$ cat src/rtl/vc_read_scheduler_pkg.sv
// Shared NoC types and defaults for the VC read scheduler slice.
// Optional error reporting in the scheduler is enabled with VC_SCHED_ERR_EN.
package noc_params;

  typedef enum logic [1:0] {
    HEAD     = 2'd0,
    BODY     = 2'd1,
    TAIL     = 2'd2,
    HEADTAIL = 2'd3
  } flit_type_t;

  typedef enum logic {
    IDLE   = 1'b0,
    LOCKED = 1'b1
  } sched_state_t;

  localparam int VC_NUM    = 4;
  localparam int VC_SIZE   = 8;
  localparam int VC_SIZE_W = $clog2(VC_NUM);

endpackage

$ cat src/rtl/vc_read_scheduler_rr_arbiter.sv
// Combinational round-robin arbiter: the first requester at or after ptr wins.
// N must be a power of two so the index wraps for free.
module rr_arbiter #(
  parameter int N = 4
) (
  input  logic [N-1:0]         req,
  input  logic [$clog2(N)-1:0] ptr,
  output logic [N-1:0]         grant
);

  localparam int W = $clog2(N);

  logic [W-1:0] idx;
  logic         found;

  always_comb begin
    // NOTE: every combinationally assigned variable gets a default first so no latch is inferred.
    grant = '0;
    found = 1'b0;
    idx   = '0;
    for (int i = 0; i < N; i++) begin
      idx = ptr + W'(i);
      if (!found && req[idx]) begin
        grant[idx] = 1'b1;
        found      = 1'b1;
      end
    end
  end

endmodule

$ cat src/rtl/vc_read_scheduler.sv
// Shares one output link among VC_NUM buffers with credit flow control and wormhole locking.
// Define VC_SCHED_ERR_EN to add a sticky protocol/credit error flag on error_o.
module vc_read_scheduler #(
  parameter int VC_NUM      = noc_params::VC_NUM,
  parameter int BUFFER_SIZE = noc_params::VC_SIZE
) (
  input  logic                      clk,
  input  logic                      rst_n,
  input  logic [VC_NUM-1:0]         is_empty_i,
  input  logic [2*VC_NUM-1:0]       flit_type_i,
  input  logic [VC_NUM-1:0]         credit_i,
  output logic [VC_NUM-1:0]         read_o,
  output logic                      valid_o,
  output logic [$clog2(VC_NUM)-1:0] vc_sel_o
`ifdef VC_SCHED_ERR_EN
  ,
  output logic                      error_o
`endif
);

  import noc_params::flit_type_t, noc_params::sched_state_t;
  import noc_params::HEAD, noc_params::BODY, noc_params::TAIL, noc_params::HEADTAIL;
  import noc_params::IDLE, noc_params::LOCKED;

  localparam int VW = $clog2(VC_NUM);
  localparam int CW = $clog2(BUFFER_SIZE + 1);

  sched_state_t    fsm_q, fsm_d;
  logic [VW-1:0]   lock_vc_q, lock_vc_d;
  logic [VW-1:0]   rr_ptr_q, rr_ptr_d;
  logic [CW-1:0]   credit_q [VC_NUM];
  logic [CW-1:0]   credit_d [VC_NUM];

  logic [VC_NUM-1:0] eligible, req, grant_raw, grant, full;
  logic [VW-1:0]     gnt_idx;
  logic              gnt_valid;
  flit_type_t        gnt_type;

  always_comb begin
    eligible = '0;
    full     = '0;
    for (int v = 0; v < VC_NUM; v++) begin
      eligible[v] = !is_empty_i[v] && (credit_q[v] != '0);
      full[v]     = (credit_q[v] == CW'(BUFFER_SIZE));
    end
    req = eligible;
    if (fsm_q == LOCKED) req = eligible & (VC_NUM'(1) << lock_vc_q);
  end

  rr_arbiter #(.N(VC_NUM)) u_arb (
    .req   (req),
    .ptr   (rr_ptr_q),
    .grant (grant_raw)
  );

  // Outputs must read as zero during reset even though inputs may look eligible.
  assign grant     = grant_raw & {VC_NUM{rst_n}};
  assign gnt_valid = |grant;

  always_comb begin
    gnt_idx = '0;
    for (int v = 0; v < VC_NUM; v++) begin
      if (grant[v]) gnt_idx = VW'(v);
    end
    gnt_type = flit_type_t'(flit_type_i[2*gnt_idx +: 2]);
  end

  assign read_o   = grant;
  assign valid_o  = gnt_valid;
  assign vc_sel_o = gnt_idx;

  always_comb begin
    fsm_d     = fsm_q;
    lock_vc_d = lock_vc_q;
    rr_ptr_d  = rr_ptr_q;
    if (gnt_valid) begin
      case (fsm_q)
        IDLE: begin
          if (gnt_type == HEAD) begin
            fsm_d     = LOCKED;
            lock_vc_d = gnt_idx;
          end else begin
            rr_ptr_d = gnt_idx + VW'(1);
          end
        end
        LOCKED: begin
          if (gnt_type == TAIL) begin
            fsm_d    = IDLE;
            rr_ptr_d = lock_vc_q + VW'(1);
          end
        end
        default: fsm_d = IDLE;
      endcase
    end
  end

  // A simultaneous grant and credit return cancel; a return on a full counter is dropped.
  always_comb begin
    for (int v = 0; v < VC_NUM; v++) begin
      credit_d[v] = credit_q[v];
      if (grant[v] && !credit_i[v])
        credit_d[v] = credit_q[v] - CW'(1);
      else if (!grant[v] && credit_i[v] && !full[v])
        credit_d[v] = credit_q[v] + CW'(1);
    end
  end

  always_ff @(posedge clk or negedge rst_n) begin
    // NOTE: sequential state uses non-blocking assignments only; the credit array is real state and is reset too.
    if (!rst_n) begin
      fsm_q     <= IDLE;
      lock_vc_q <= '0;
      rr_ptr_q  <= '0;
      for (int v = 0; v < VC_NUM; v++) credit_q[v] <= CW'(BUFFER_SIZE);
    end else begin
      fsm_q     <= fsm_d;
      lock_vc_q <= lock_vc_d;
      rr_ptr_q  <= rr_ptr_d;
      for (int v = 0; v < VC_NUM; v++) credit_q[v] <= credit_d[v];
    end
  end

`ifdef VC_SCHED_ERR_EN
  logic err_q, err_d;
  logic proto_err, sat_err;

  always_comb begin
    proto_err = 1'b0;
    if (gnt_valid) begin
      if (fsm_q == IDLE)
        proto_err = (gnt_type == BODY) || (gnt_type == TAIL);
      else
        proto_err = (gnt_type == HEAD) || (gnt_type == HEADTAIL);
    end
    sat_err = |(credit_i & ~grant & full);
    err_d   = err_q | proto_err | sat_err;
  end

  always_ff @(posedge clk or negedge rst_n) begin
    if (!rst_n) err_q <= 1'b0;
    else        err_q <= err_d;
  end

  assign error_o = err_q;
`endif

endmodule

$ cat config.mk
export PLATFORM = sky130hd
export DESIGN_NAME = vc_read_scheduler
export DESIGN_NICKNAME = d
export VERILOG_FILES = /design/src/rtl/vc_read_scheduler_pkg.sv /design/src/rtl/vc_read_scheduler_rr_arbiter.sv /design/src/rtl/vc_read_scheduler.sv
export SDC_FILE = /design/constraint.sdc
export NUM_CORES = 1
export LEC_CHECK = 0
export BUFFER_PORTS_ARGS = -buffer_cell sky130_fd_sc_hd__buf_2
export CORE_UTILIZATION = 45
export DETAILED_ROUTE_END_ITERATION = 8
export GPL_TIMING_DRIVEN = 0
export PLACE_DENSITY = 0.67
export REMOVE_ABC_BUFFERS = 1
export SLEW_MARGIN = 20
export SYNTH_ARGS = -nofsm -noshare
export SYNTH_HDL_FRONTEND = slang
export SYNTH_SLANG_ARGS = --single-unit
$ cat constraint.sdc
create_clock -name clk -period 4.3 [get_ports clk]
set_input_delay 0.43 -clock clk [delete_from_list [all_inputs] [get_ports clk]]
set_output_delay 0.43 -clock clk [all_outputs]
set_load 0.01 [all_outputs]
# [Word level (Yosys, flattened, before mapping)]
# Cells that the tools add are included.
[word_totals] romBits=0 latch_bits=0 ff_bits=21 memories=0 out_inout_bits=7 ram_bits=0 in_bits=18
[op_classes] n_reduce_logical=54 n_addsub=13 div_mod_pow=0 bitwise=6 shifts=2 magnitude_cmp=8 multipliers=0 eq_ne=7 mux=41
[ops] operator="4-bit 2-to-1 mux" count=13
[ops] operator="1-bit logical AND" count=23
[ops] operator="1-bit logical NOT" count=19
[ops] operator="4-bit by 1-bit adder with 4-bit output (second input constant)" count=4
[ops] operator="4-bit == test (second input constant)" count=4
[ops] operator="4-bit nonzero test" count=4
[ops] operator="4-bit by 1-bit subtractor with 4-bit output (second input constant)" count=4
[ops] operator="1-bit 2-to-1 mux" count=14
[ops] operator="2-bit by 3-bit < comparator with 1-bit output (second input constant)" count=4
[ops] operator="4-bit OR" count=3
[ops] operator="4-bit bitwise AND" count=2
[ops] operator="1-bit binary-select mux with 2-bit select" count=4
[ops] operator="1-bit demux with 2-bit select" count=4
[ops] operator="2-bit by 1-bit greater-or-equal comparator with 1-bit output (second input constant)" count=4
[ops] operator="2-bit 2-to-1 mux" count=4
[ops] operator="2-bit nonzero test" count=4
[ops] operator="8-bit by 4-bit indexed part select with 2-bit output" count=1
[ops] operator="2-bit by 1-bit adder with 2-bit output (second input constant)" count=3
[ops] operator="3-bit AND reduction" count=2
[ops] operator="2-bit adder (second input constant)" count=2
[ops] operator="2-bit case mux with 2 select lines" count=1
[ops] operator="4-bit OR reduction" count=1
[ops] operator="1-bit by 2-bit left shift with 4-bit output (first input constant)" count=1
[ops] operator="2-bit == test (second input constant)" count=1
[ops] operator="5 further kinds" count=5

# [Longest topological paths before layout]
[logic_depth] ltp_word=24 depth_mapped=15

# [Cells and area by module]
# A second synthesis with hierarchy kept.
[unflattened] hier_cells=176 hier_area_um2=1664.1
[by_module_without_submodules] mod="vc_read_scheduler" seq_area_each_um2=530.5 cells_per_inst=140 area_per_inst_um2=1326.3 instances=1
[by_module_without_submodules] mod="rr_arbiter" seq_area_each_um2=0.0 cells_per_inst=36 area_per_inst_um2=337.8 instances=1

# [Worst setup path before layout]
# No wires, ideal clock.
[synth_path] path_kind="flip-flop to flip-flop" startpoint="reg rr_ptr_q[0]" endpoint="reg credit_q[7] in the netlist's numbering" period_less_slack_ps=3563 t_arrival_ps=3485 required_ps=4221 stages_incl_launch_ff=16 setup_slack_ps=737 cell_sequence="dfrtp_1 buf_4 inv_2 or4_1 a2111o_1 a211oi_1 nand4bb_1 clkbuf_4 nand2_1 nor2_1 ha_1 a21o_1 a21oi_1 nand2_1 a21boi_0 o21ai_0"
[synth_between] elab_chain_len=17 word_cells_on_any_way=54 classes_between="add/sub (3); order compare (8); mux (24); bitwise (4); reduce/logical (15)"
[synth_rtl] element="from (decl)" line_no="vc_read_scheduler.sv:30" rtl="logic [VW-1:0] rr_ptr_q, rr_ptr_d;"
[synth_rtl] element="from (signal assigned)" line_no="vc_read_scheduler.sv:118" rtl="rr_ptr_q <= rr_ptr_d;"
[synth_rtl] element="branches (longest 11 deep; another with 2-bit by 3-bit < comparator with 1-bit output)"
[synth_rtl] element="4-bit 2-to-1 mux (*)" line_no="vc_read_scheduler_rr_arbiter.sv:23" rtl="if (!found && req[idx]) begin"
[synth_rtl] element="4-bit bitwise AND (*)" line_no="vc_read_scheduler.sv:57" rtl="assign grant = grant_raw & {VC_NUM{rst_n}};"
[synth_rtl] element="1-bit logical NOT" line_no="vc_read_scheduler.sv:103" rtl="else if (!grant[v] && credit_i[v] && !full[v])"
[synth_rtl] element="1-bit logical AND (2 in a row)" line_no="vc_read_scheduler.sv:103"
[synth_rtl] element="2-bit nonzero test (no line)"
[synth_rtl] element="to (decl)" line_no="vc_read_scheduler.sv:31" rtl="logic [CW-1:0] credit_q [VC_NUM];"
# Mark *: on every way between the ends. The select of a mux whose other input is x is not followed.
# A chain may end at the register's enable or synchronous reset.

# [Worst setup path in the final report]
[layout_path] startpoint="reg fsm_q" endpoint="reg credit_q[7] in the netlist's numbering"
[layout_between] elab_chain_len=18 word_cells_on_any_way=32 classes_between="mux (17); bitwise (4); reduce/logical (11)"
[layout_rtl] element="from (decl)" line_no="vc_read_scheduler.sv:28" rtl="sched_state_t fsm_q, fsm_d;"
[layout_rtl] element="from (signal assigned)" line_no="vc_read_scheduler.sv:116" rtl="fsm_q <= fsm_d;"
[layout_rtl] element="4-bit 2-to-1 mux (*)" line_no="vc_read_scheduler.sv:47" rtl="if (fsm_q == LOCKED) req = eligible & (VC_NUM'(1) << lock_vc_q);"
[layout_rtl] element="1-bit binary-select mux with 2-bit select" line_no="vc_read_scheduler_rr_arbiter.sv:23"
[layout_rtl] element="1-bit 2-to-1 mux (not written as such)" line_no="vc_read_scheduler_rr_arbiter.sv:23"
[layout_rtl] element="1-bit 2-to-1 mux" line_no="vc_read_scheduler_rr_arbiter.sv:23"
[layout_rtl] element="1-bit logical NOT" line_no="vc_read_scheduler_rr_arbiter.sv:23"
[layout_rtl] element="1-bit logical AND" line_no="vc_read_scheduler_rr_arbiter.sv:23"
[layout_rtl] element="1-bit 2-to-1 mux" line_no="vc_read_scheduler_rr_arbiter.sv:23"
[layout_rtl] element="1-bit logical NOT" line_no="vc_read_scheduler_rr_arbiter.sv:23"
[layout_rtl] element="1-bit logical AND" line_no="vc_read_scheduler_rr_arbiter.sv:23"
[layout_rtl] element="1-bit 2-to-1 mux" line_no="vc_read_scheduler_rr_arbiter.sv:23"
[layout_rtl] element="1-bit logical NOT" line_no="vc_read_scheduler_rr_arbiter.sv:23"
[layout_rtl] element="1-bit logical AND" line_no="vc_read_scheduler_rr_arbiter.sv:23"
[layout_rtl] element="4-bit 2-to-1 mux (*)" line_no="vc_read_scheduler_rr_arbiter.sv:23"
[layout_rtl] element="4-bit bitwise AND (*)" line_no="vc_read_scheduler.sv:57"
[layout_rtl] element="1-bit logical NOT" line_no="vc_read_scheduler.sv:103"
[layout_rtl] element="1-bit logical AND (2 in a row)" line_no="vc_read_scheduler.sv:103"
[layout_rtl] element="2-bit nonzero test (no line)"
# Every way passes the cells marked *; elsewhere a longest branch is shown, timed or not. The select of a mux whose other input is x is not followed.

==> summary by stage <==
Timing
The tightest hold path in the finished design has a slack of between 0.15 and 0.2 ns. The final worst slack is 0.377 ns. For the finished layout, the period the worst path requires is 3.92 ns.

In this run the tightest slew margin relative to its limit is 53.1%. The final critical-path share of the clock period is between 90% and 100%. The highest attainable clock frequency is ~250 MHz. The final hold violation count is 0. Setup violations remaining at the end of the flow were counted as 0. Setup repair after global routing left no endpoint under its margin. At the pin with the least slew margin, the transition time is about 0.69 ns. The final count of pins violating max slew came to 0. The clock arrives with 0.00400 ns of skew.

For the final routed database, the setup TNS stands at 0 ns.

Synthesis
Yosys mapped a number of flops with a built-in enable equal to 0. The average instance area after synthesis is 9.73 um2. The async set-or-reset flop fraction in the synthesized netlist is 100%. The number of unique standard cell types used by synthesis is 66. Synthesis produced 213 cells.

After synthesis, flip-flops and latches occupy 25.6% of the total area. The flip-flop cell with the highest count after synthesis is sky130_fd_sc_hd__dfrtp_1. The number of warnings issued by yosys is 0.

The synthesized netlist occupies a cell area of approximately 0.0021 mm2. Synthesis inferred 21 register bits.

Clocking
The later pin in the worst-skew pair is clocked with a latency of 0.26 ns. After clock tree synthesis, the clock-pin slew on the worst setup and hold paths is about 0.07 ns. TritonCTS built the clock tree. In this run the clock root is driven by a sky130_fd_sc_hd__clkbuf_8. In this run the deepest clock path goes through 2 buffers. After clock tree synthesis, the flow added hold-fix buffers numbering 0. CTS built an H-tree with a depth of 1. Buffers inserted during clock tree synthesis total 3.

The number of sinks on the clock net is 21.

Flow run
The max-capacitance violation count is 0.

Route
The remaining antenna violation count is 0. The number of DRC violations after detailed-routing iteration 0 is 100. For this run, design rule violations remaining after detail routing come to 0. The final wirelength is 4010 um. In the routed layout, each cell is associated on average with a via count of 5.80. The wire length per cell is 13.9 um.

The via total after detailed routing is roughly 1700. The first-pass iteration count of the detailed router is 4.

Floorplanning
The die is approximately 70 um wide. The floorplan has 24 rows. Once the floorplan was initialized, standard cells occupied 47.3% of the core.

The die span in y is 69.9 um. The die area is 0.00488 mm2. The core footprint is 0.00438 mm2. For this design the top-level I/O count stands at 25.

Min path
The min-delay analysis places its worst path in the category in -> async.

Pwr
The reported net switching power is 846 uW. The portion of total power attributed to the clock network is 7.1%. VDD sags by at most 0.223 mV. The share of total power dissipated in sequential elements is 26.8%.

The switching share of power is about 47%. Combinational cells account for around two thirds of the total power. The power per cell area is 786 mW/mm2. The internal portion of total power is 946 uW. For this design the static power due to leakage is 1.05 nW.

Setup path
The maximum net fanout on the critical path is 14. The data required time of the worst path is 4.48 ns. The type of the worst setup path is reg -> reg. STA classifies the critical path startpoint as a flop. The cell count of the worst reg-to-reg path is 13.

STA classifies the critical path endpoint as a flop. The startpoint of the most critical register-to-register path is fsm_q. Data arrives at the worst endpoint at 4.11 ns.

Across all register-to-register paths, the minimum setup slack is 0.38 ns. The endpoint of the worst register-to-register path is credit_q[7].

Placed design
The detailed-placement wirelength estimate is 3290 um. Input and output buffers added on the ports amount to 24. At the end of routability-driven placement, the weighted congestion stood at 0.764. OpenSTA, run right after detailed placement, puts the worst setup slack at 0.0519 ns.

The area of placed instances is between 0.002 and 0.0025 mm2.

GRT
Entering global routing, the biggest net connects 30 pins. The global-route wire length before repair is 7490 um. The all-layer global routing usage is 18.7%.

The number of antenna violations at the first check in global routing came to 0. The via count of the first global-routing pass was 1726. Global routing finished with a remaining overflow of 0.

Final layout
Of the cells placed in the final design, the portion with a size suffix greater than 1 is approximately 27%. The area growth from synthesis to layout is 10.0%. The number of antenna diodes is 0. The leading cell type in the layout, fill and taps excluded is sky130_fd_sc_hd__buf_2.

After routing the design area is 0.00228 mm2. The library cells used most frequently in the layout, excluding fill and tap cells, are sky130_fd_sc_hd__buf_2 (24), sky130_fd_sc_hd__inv_1 (21), sky130_fd_sc_hd__ha_1 (16), sky130_fd_sc_hd__dfrtp_1 (16), sky130_fd_sc_hd__nand2_1 (12). The number of nets in the final layout is 276.

Status
The run finished with clean final reports.
==> power by group through the flow <==
| stage | clock, mW | sequential (mW) | combinational (mW) |
|---|---|---|---|
| 3_5_place_dp | 0 | 0.484 | 1.18 |
| 6_report | 0.127 | 0.481 | 1.18 |
| 5_1_grt | 0.142 | 0.505 | 1.35 |
| 2_1_floorplan | 0 | 0.443 | 0.959 |
| 4_1_cts | 0.133 | 0.481 | 1.18 |
| 3_3_place_gp | 0 | 0.483 | 1.15 |
==> metal layers <==
metal  routed length [um]  vias to the layer above  GRT usage, %
met5                    0                        -             0
met4                   17                        0          5.78
met3                   69                        2          2.45
met2                 1910                       20          30.4
met1                 2020                      801          25.9
li1                     -                      852             -
==> through the flow <==
step,instances,utilization [%],power [mW]
floorplan,209,-,1.40
global placement,285,50.7,1.64
detailed placement,285,50.7,1.66
CTS,289,51.7,1.80
global route,289,52.0,2.00
finish,289,52.0,1.79
==> flip-flops by register name, summed over array words and instances, names as in the netlist <==
signal	cells
credit_q	16
fsm_q	1
lock_vc_q	2
rr_ptr_q	2
==> synthesized netlist by cell type (2+ instances only) <==
cell                        instances  area [um2]
sky130_fd_sc_hd__a21boi_0           3        22.5
sky130_fd_sc_hd__and2_1             3        18.8
sky130_fd_sc_hd__o21ai_0            6        30.0
sky130_fd_sc_hd__mux2_2             4        45.0
sky130_fd_sc_hd__mux2i_1            5        50.1
sky130_fd_sc_hd__a211oi_1           3        22.5
sky130_fd_sc_hd__nor3_1             9        45.0
sky130_fd_sc_hd__o311ai_0           2        17.5
sky130_fd_sc_hd__dfstp_2            4         105
sky130_fd_sc_hd__inv_1             21        78.8
sky130_fd_sc_hd__dfrtp_1           17         425
sky130_fd_sc_hd__xnor2_1            7        61.3
sky130_fd_sc_hd__o21ai_2            3        26.3
sky130_fd_sc_hd__nor2_1            10        37.5
sky130_fd_sc_hd__a31oi_1            2        12.5
sky130_fd_sc_hd__or2_2              3        18.8
sky130_fd_sc_hd__or3_1              2        12.5
sky130_fd_sc_hd__and3_2             2        15.0
sky130_fd_sc_hd__mux2_1             3        33.8
sky130_fd_sc_hd__nand2_1           12        45.0
sky130_fd_sc_hd__a2111o_1           3        33.8
sky130_fd_sc_hd__a21oi_1            7        35.0
sky130_fd_sc_hd__mux4_2             2        45.0
sky130_fd_sc_hd__nor4_1             3        18.8
sky130_fd_sc_hd__nor4_4             3        63.8
sky130_fd_sc_hd__o2111ai_1          2        17.5
sky130_fd_sc_hd__a21o_1             8        60.1
sky130_fd_sc_hd__fa_1               4        80.1
sky130_fd_sc_hd__nand2b_1           2        12.5
sky130_fd_sc_hd__or4_1              2        15.0
sky130_fd_sc_hd__buf_6              2        22.5
sky130_fd_sc_hd__nor4_2             2        25.0
sky130_fd_sc_hd__a2111oi_0          2        17.5
sky130_fd_sc_hd__nand3b_1           3        22.5
sky130_fd_sc_hd__ha_1              16         200
==> worst max-delay path, stage by stage, from the launching register on <==
cell and delay [ns]:
sky130_fd_sc_hd__dfrtp_1 0.56, sky130_fd_sc_hd__a21boi_0 0.24, sky130_fd_sc_hd__or4_1 0.49, sky130_fd_sc_hd__a2111o_1 0.47, sky130_fd_sc_hd__a211oi_1 0.26, sky130_fd_sc_hd__nand4bb_1 0.36
sky130_fd_sc_hd__nand2_1 0.25, sky130_fd_sc_hd__nor2_4 0.23, sky130_fd_sc_hd__ha_1 0.26, sky130_fd_sc_hd__a21o_1 0.17, sky130_fd_sc_hd__a21oi_1 0.21, sky130_fd_sc_hd__nand2_1 0.09
sky130_fd_sc_hd__a21boi_0 0.12, sky130_fd_sc_hd__o21ai_0 0.15
==> final cells by class <==
cell class / count / area [um2]
fill: 392 / 2100
multi-input combinational: 166 / 1440
sequential: 21 / 532
timing repair buffer: 24 / 120
inverter: 22 / 82.6
tap: 52 / 65.1
clock buffer: 4 / 45.0
==> worst max path at each step <==
stage / end / start / cells past startpoint / slack (ns)
5_1_grt: credit_q[7] / fsm_q / 13 / 0.03
3_5_place_dp: credit_q[7] / rr_ptr_q[0] / 13 / 0.05
3_3_place_gp: credit_q[7] / rr_ptr_q[0] / 13 / 0.11
2_1_floorplan: credit_q[7] / rr_ptr_q[0] / 13 / 0.69
4_1_cts: credit_q[7] / rr_ptr_q[0] / 13 / 0.03
6_report: credit_q[7] / fsm_q / 13 / 0.38
==> repair_timing <==
action	in CTS	in global routing
resized for setup	0	5
endpoints found under the setup margin	0	2
buffers inserted	0	0
==> kinds of logic (layout without fill, tap and decap cells) <==
kind of cell / after synthesis / after routing / synth area share, %
simple gates: 66 / 66 / 20.9
flops: 21 / 21 / 25.6
mux: 14 / 14 / 8.39
compound gates: 58 / 58 / 22.4
buf+inv: 26 / 50 / 5.79
fa+ha+maj: 20 / 20 / 13.5
xor+xnor: 8 / 8 / 3.38
Note: power is estimated with default switching activity, not from simulation.
